`src/rtl/kd_pkg.sv`:
```
// Shared constants and dispatcher state type for the cluster_PE tree.
package kd_pkg;

  localparam int unsigned DIM         = 3;
  localparam int unsigned DATA_RANGE  = 255;
  localparam int unsigned DIM_SIZE    = $clog2(DATA_RANGE);
  localparam int unsigned CENTER_SIZE = DIM * DIM_SIZE;
  localparam int unsigned MAX_DEPTH   = 16;
  localparam int unsigned DEPTH_SIZE  = $clog2(MAX_DEPTH);

  typedef enum logic [3:0] {
    S_IDLE,
    S_START,
    S_FETCH,
    S_LATCH,
    S_SEND,
    S_WALK,
    S_ADD,
    S_UPDATE,
    S_CHECK,
    S_DONE
  } disp_state_t;

endpackage

```
`src/rtl/point_dispatcher_level_counter.sv`:
```
// Loadable down-counter with zero flag; paces the next_level burst.
module level_counter #(
  parameter int unsigned WIDTH = 4
) (
  input  logic             i_clk,
  input  logic             i_rst,
  input  logic             i_load,
  input  logic [WIDTH-1:0] i_value,
  input  logic             i_dec,
  output logic             o_zero
);

  logic [WIDTH-1:0] r_count;

  // Load has priority over decrement; the count saturates at zero.
  always_ff @(posedge i_clk) begin
    if (i_rst) begin
      r_count <= '0;
    end else if (i_load) begin
      r_count <= i_value;
    end else if (i_dec && (r_count != '0)) begin
      r_count <= r_count - 1'b1;
    end
  end

  assign o_zero = (r_count == '0);

endmodule

```
`src/rtl/point_dispatcher.sv`:
```
// Sequencer feeding the root cluster_PE: streams every point through the
// tree each pass and repeats passes until all PEs are stable or the cap hits.
module point_dispatcher
  import kd_pkg::*;
#(
  parameter int unsigned MAX_POINTS = 1024,
  parameter int unsigned ADDR_SIZE  = $clog2(MAX_POINTS),
  parameter int unsigned MAX_ITER   = 64,
  parameter int unsigned ITER_SIZE  = $clog2(MAX_ITER) + 1
) (
  input  logic                   clk,
  input  logic                   rst,
  input  logic                   start,
  input  logic [ADDR_SIZE:0]     num_points,
  input  logic [DEPTH_SIZE-1:0]  levels,
  input  logic                   all_stable,
  output logic                   mem_rd_en,
  output logic [ADDR_SIZE-1:0]   mem_addr,
  input  logic [CENTER_SIZE-1:0] mem_rd_data,
  output logic                   start_iter,
  output logic                   receive_point,
  output logic                   next_level,
  output logic                   inc,
  output logic                   update,
  output logic [CENTER_SIZE-1:0] point_out,
  output logic                   busy,
  output logic                   done,
  output logic                   converged,
  output logic [ITER_SIZE-1:0]   iter_count
);

  localparam logic [ADDR_SIZE:0]   MAX_PTS_L = (ADDR_SIZE+1)'(MAX_POINTS);
  localparam logic [ITER_SIZE-1:0] ITER_CAP  = ITER_SIZE'(MAX_ITER);

  disp_state_t r_state, w_next;

  logic [ADDR_SIZE-1:0]   r_idx, w_idx;
  logic [ADDR_SIZE-1:0]   r_last, w_last;
  logic [DEPTH_SIZE-1:0]  r_levels, w_levels;
  logic [ADDR_SIZE:0]     w_nclamp;
  logic                   w_load, w_dec, w_zero;

  logic                   r_mem_rd_en, r_start_iter, r_receive_point;
  logic                   r_next_level, r_inc, r_update, r_busy, r_done, r_converged;
  logic [ADDR_SIZE-1:0]   r_mem_addr, w_mem_addr;
  logic [CENTER_SIZE-1:0] r_point_out, w_point_out;
  logic [ITER_SIZE-1:0]   r_iter_count, w_iter_count;
  logic                   w_converged;

  assign w_nclamp = (num_points > MAX_PTS_L) ? MAX_PTS_L : num_points;

  level_counter #(
    .WIDTH(DEPTH_SIZE)
  ) u_level_counter (
    .i_clk  (clk),
    .i_rst  (rst),
    .i_load (w_load),
    .i_value(r_levels - 1'b1),
    .i_dec  (w_dec),
    .o_zero (w_zero)
  );

  // Next state and next register values. Strobes are registered from the
  // next state so each one is high exactly while the FSM sits in its state.
  always_comb begin
    w_next       = r_state;
    w_idx        = r_idx;
    w_last       = r_last;
    w_levels     = r_levels;
    w_mem_addr   = r_mem_addr;
    w_point_out  = r_point_out;
    w_iter_count = r_iter_count;
    w_converged  = r_converged;
    w_load       = 1'b0;
    w_dec        = 1'b0;

    unique case (r_state)
      S_IDLE, S_DONE: begin
        if (start) begin
          w_levels     = levels;
          w_last       = ADDR_SIZE'(w_nclamp - 1'b1);
          w_idx        = '0;
          w_iter_count = '0;
          w_converged  = 1'b0;
          w_next       = (num_points == '0) ? S_DONE : S_START;
        end
      end
      S_START: begin
        w_idx  = '0;
        w_next = S_FETCH;
      end
      S_FETCH:  w_next = S_LATCH;
      S_LATCH: begin
        w_point_out = mem_rd_data;
        w_next      = S_SEND;
      end
      S_SEND: begin
        if (r_levels == '0) begin
          w_next = S_ADD;
        end else begin
          w_load = 1'b1;
          w_next = S_WALK;
        end
      end
      // Counter is loaded with levels-1, so the zero test on the last
      // pass yields exactly `levels` WALK cycles.
      S_WALK: begin
        if (w_zero) begin
          w_next = S_ADD;
        end else begin
          w_dec = 1'b1;
        end
      end
      S_ADD: begin
        if (r_idx == r_last) begin
          w_next = S_UPDATE;
        end else begin
          w_idx  = r_idx + 1'b1;
          w_next = S_FETCH;
        end
      end
      S_UPDATE: w_next = S_CHECK;
      S_CHECK: begin
        w_iter_count = r_iter_count + 1'b1;
        if (all_stable) begin
          w_converged = 1'b1;
          w_next      = S_DONE;
        end else if (w_iter_count == ITER_CAP) begin
          w_converged = 1'b0;
          w_next      = S_DONE;
        end else begin
          w_next = S_START;
        end
      end
      default: w_next = S_IDLE;
    endcase

    if (w_next == S_FETCH) begin
      w_mem_addr = w_idx;
    end
  end

  // State and registered outputs; synchronous reset clears everything.
  always_ff @(posedge clk) begin
    if (rst) begin
      r_state         <= S_IDLE;
      r_idx           <= '0;
      r_last          <= '0;
      r_levels        <= '0;
      r_mem_rd_en     <= 1'b0;
      r_mem_addr      <= '0;
      r_start_iter    <= 1'b0;
      r_receive_point <= 1'b0;
      r_next_level    <= 1'b0;
      r_inc           <= 1'b0;
      r_update        <= 1'b0;
      r_point_out     <= '0;
      r_busy          <= 1'b0;
      r_done          <= 1'b0;
      r_converged     <= 1'b0;
      r_iter_count    <= '0;
    end else begin
      r_state         <= w_next;
      r_idx           <= w_idx;
      r_last          <= w_last;
      r_levels        <= w_levels;
      r_mem_rd_en     <= (w_next == S_FETCH);
      r_mem_addr      <= w_mem_addr;
      r_start_iter    <= (w_next == S_START);
      r_receive_point <= (w_next == S_SEND);
      r_next_level    <= (w_next == S_WALK);
      r_inc           <= (w_next == S_ADD);
      r_update        <= (w_next == S_UPDATE);
      r_point_out     <= w_point_out;
      r_busy          <= (w_next != S_IDLE) && (w_next != S_DONE);
      r_done          <= (w_next == S_DONE);
      r_converged     <= w_converged;
      r_iter_count    <= w_iter_count;
    end
  end

  assign mem_rd_en     = r_mem_rd_en;
  assign mem_addr      = r_mem_addr;
  assign start_iter    = r_start_iter;
  assign receive_point = r_receive_point;
  assign next_level    = r_next_level;
  assign inc           = r_inc;
  assign update        = r_update;
  assign point_out     = r_point_out;
  assign busy          = r_busy;
  assign done          = r_done;
  assign converged     = r_converged;
  assign iter_count    = r_iter_count;

endmodule

```
`config.mk`:
```
export PLATFORM = sky130hd
export DESIGN_NAME = point_dispatcher
export DESIGN_NICKNAME = d
export VERILOG_FILES = /design/src/rtl/kd_pkg.sv /design/src/rtl/point_dispatcher_level_counter.sv /design/src/rtl/point_dispatcher.sv
export SDC_FILE = /design/constraint.sdc
export NUM_CORES = 1
export LEC_CHECK = 0
export CORE_MARGIN = 2
export CORE_UTILIZATION = 50
export CTS_CLUSTER_DIAMETER = 80
export DETAILED_ROUTE_END_ITERATION = 16
export PLACE_DENSITY = 0.8
export SYNTH_ARGS = -nofsm -noshare
export SYNTH_HDL_FRONTEND = slang
export SYNTH_SLANG_ARGS = --single-unit
```
`constraint.sdc`:
```
create_clock -name clk -period 3.16 [get_ports clk]
set_clock_uncertainty 0.2 [all_clocks]
set_input_delay 0.948 -clock clk [delete_from_list [all_inputs] [get_ports clk]]
set_output_delay 0.948 -clock clk [all_outputs]
set_load 0.05 [all_outputs]
```
==> metrics.md <==
| Metric | Value |
|---|---|
| FMAX | `0.328 GHz` |
| Final hold viol count | `0` |
| Uppermost layer routed | `met4` |
| Actual slew at the worst max-slew pin | `0.991 ns` |
| WP data required | `3.18 ns` |
| CTS Buf Count | `9` |
| Routed wl met2 | `4730 um` |
| Chip width | `92.0 um` |
| Overall Global Routing Usage | `0.236` |
| Most frequent cells in the layout | `clkdlybuf4s50_1, dfxtp_1, nand2_1` |
| Via/cell ratio | `5.67` |
| # diodes | `0` |
| Yosys warns | `0` |
| Hold_buf cts | `0` |
| First DRT Iteration DRCs | `168` |
| Syn_area_per_cell | `8.40 um2` |
| Cell count after synthesis | `461` |
| Number of cell rows | `32` |
| Vias in the first global route | `3,492` |
| Yosys cell types | `60` |
| RD Place Congestion | `0.890` |
| Nets@finish | `601` |
| Vias | `3,745` |
| Wirelength per Cell | `14.8 um` |
| Die H | `92.0 um` |
| Arr. time, crit path | `3.07 ns` |
| Leading area contributor after synthesis | `dfxtp_1` |
| Register area share after synthesis | `0.424` |
| Io pins | `93` |
| Setup TNS Final | `0 ns` |
| Post-synth top flop | `dfxtp_1` |
| Total power draw | `2.41 mW` |
| Post-CTS Setup Bufs | `0` |
| Hold WS | `0.256 ns` |
| Crit-path max cell delay | `0.54 ns` |
| Relative slew slack | `0.337` |
| Leading post-synthesis cells by cell area | `dfxtp_1, nand2_1, a21oi_1, xnor2_1, nor2_1` |
| Seq cells post-synth | `82` |
| HP Class | `flip-flop to flip-flop` |
| Most common cell after layout, fill and taps aside | `clkdlybuf4s50_1` |
| # DRC | `0` |
| DRT met1 WL | `4330 um` |
| Cell mode on critical path | `or4_4` |
| CP Class | `input port to flip-flop` |
| Clock Pin Slew Worst Setup and Hold Paths | `0.09 ns` |
| Gr ovfl total | `0` |
| Clk_lat worst skew | `0.35 ns` |
| Async set or reset register ratio after synthesis | `0` |
| Critical path endpoint category | `flip-flop` |
| First-pass GRT wire length | `16,300 um` |
| Post-synth top area share | `0.424` |
| Dpl hpwl | `7010 um` |
| Largest net degree at the start of global routing | `42` |
| Layout cell share with drive strength beyond 1 | `0.0894` |
| # resized after CTS | `0` |
| Final ANT Viol Nets | `0` |
| Worst path top cell family by delay | `simple AND/OR/NAND/NOR gates` |
| Crit start category | `input port` |
| Crit-path max FO | `3` |
| DIE AREA | `8470 um2` |
| Max-Cap Viols | `0` |
| WL met3 | `432 um` |
| Root Driver | `clkbuf_8` |
| Drt pass-1 iters | `5` |
| CTS tree | `built` |
| Area growth, synth to finish | `31.7%` |
| Port-buffer cells | `92` |
| H-Tree Depth | `3` |
| Initial antenna violation count | `0` |
| Post-Syn Nets | `508` |
| Maximum vdd drop | `0.000287 V` |
| Sink Count | `82` |
| Clock Path Buffers | `2` |
| Aggregate routed wire length | `9750 um` |
| Number of setup violations in the final report | `0` |
| PD cells | `473 nW/um2` |
| CP max stage cell | `or4_4` |
| Part of the cycle the worst path needs | `0.965` |
| Starting density of the core | `0.509` |
| Number of synthesized flops with an enable pin | `0` |
| Mapped cell area | `3870 um2` |
| Buf/Inv on CP | `1` |
| Core Box Area | `7610 um2` |
| Lkg Pwr | `1.72 nW` |
| CP Cell Sequence | `clkdlybuf4s50_1 > or4_4 > or4_4 > o211a_1 > and2_1 > nor4b_1` |
| Min Tclk post-route | `3.05 ns` |
| Status | `completed` |
| Slew Limit Fails | `0` |
| RSZ-0062 raised after global routing | `no` |
## final timing paths
kind         slack (ns)            end     startpoint  cells past startpoint
max                0.11     start_iter  num_points[6]                      6
min                0.26  point_out[16]  point_out[16]                      2
max reg2reg        0.50     start_iter     r_state[2]                      5
min reg2reg        0.26  point_out[16]  point_out[16]                      2
## synthesized netlist by cell type (all sizes together) (2+ instances only)
master	count
and3	7
o21ai	11
xnor2	16
a211o	3
nor4	3
nand2	77
nand2b	2
dfxtp	82
a21oi	54
buf	5
a22oi	4
and2	7
inv	5
nor3	17
ha	4
nor2b	4
o211a	2
nand4	8
clkbuf	22
and4	2
mux2i	4
nor2	33
o41ai	2
a211oi	8
a2111oi	3
a21o	4
o311ai	6
or3	4
nor4b	4
a311oi	11
o31a	2
or4	9
o31ai	2
nand3b	4
nand3	18
## cells by family after synthesis
group,after synthesis,share of synthesized area
adder cells (fa/ha/maj),5,0.0155
buffers and inverters,32,0.0439
AND/OR/NAND/NOR,201,0.261
XOR/XNOR,16,0.0362
flip-flops,82,0.424
multiplexers,5,0.0132
AO/OA/AOI/OAI,120,0.206
## where the power goes
part / total, mW / switching, mW / internal, mW
Clock: 0.795 / 0.416 / 0.379
Combinational: 0.497 / 0.300 / 0.197
Sequential: 1.12 / 0.0358 / 1.08
Total: 2.41 / 0.752 / 1.66
## per-stage QoR
step	setup slack [ns]	util	cells	instance area, um2
5_1_grt	0.0587	0.670	661	5100
3_5_place_dp	-0.250	0.643	645	4890
2_1_floorplan	0.277	-	461	3870
3_3_place_gp	-0.211	0.643	645	4890
4_1_cts	0.125	0.670	661	5100
6_report	0.111	0.670	661	5100
## routing by layer
layer / track usage / vias up
li1: - / 1863
met3: 0.0312 / 25
met2: 0.396 / 118
met5: 0 / -
met4: 0.0970 / 0
met1: 0.306 / 1739
## registers in the layout (all words and copies together), names as in the netlist, 4 cells and up
signal	flops
r_last	10
u_level_counter.r_count	4
point_out	24
mem_addr	10
r_idx	10
r_state	4
r_levels	4
iter_count	7
## worst min-delay path, cell delays in order, from the launching register on
cell	delay [ns]
dfxtp_1	0.32
nand2_1	0.05
a21oi_1	0.05
## final cells by class
class	count	area, um2
sequential	82	1640
multi-input combinational	347	2060
tap	102	128
fill	630	2510
clock inverter	7	82.6
timing repair buffer	109	1040
clock buffer	9	124
inverter	5	18.8
Note: power is estimated with default switching activity, not from simulation.
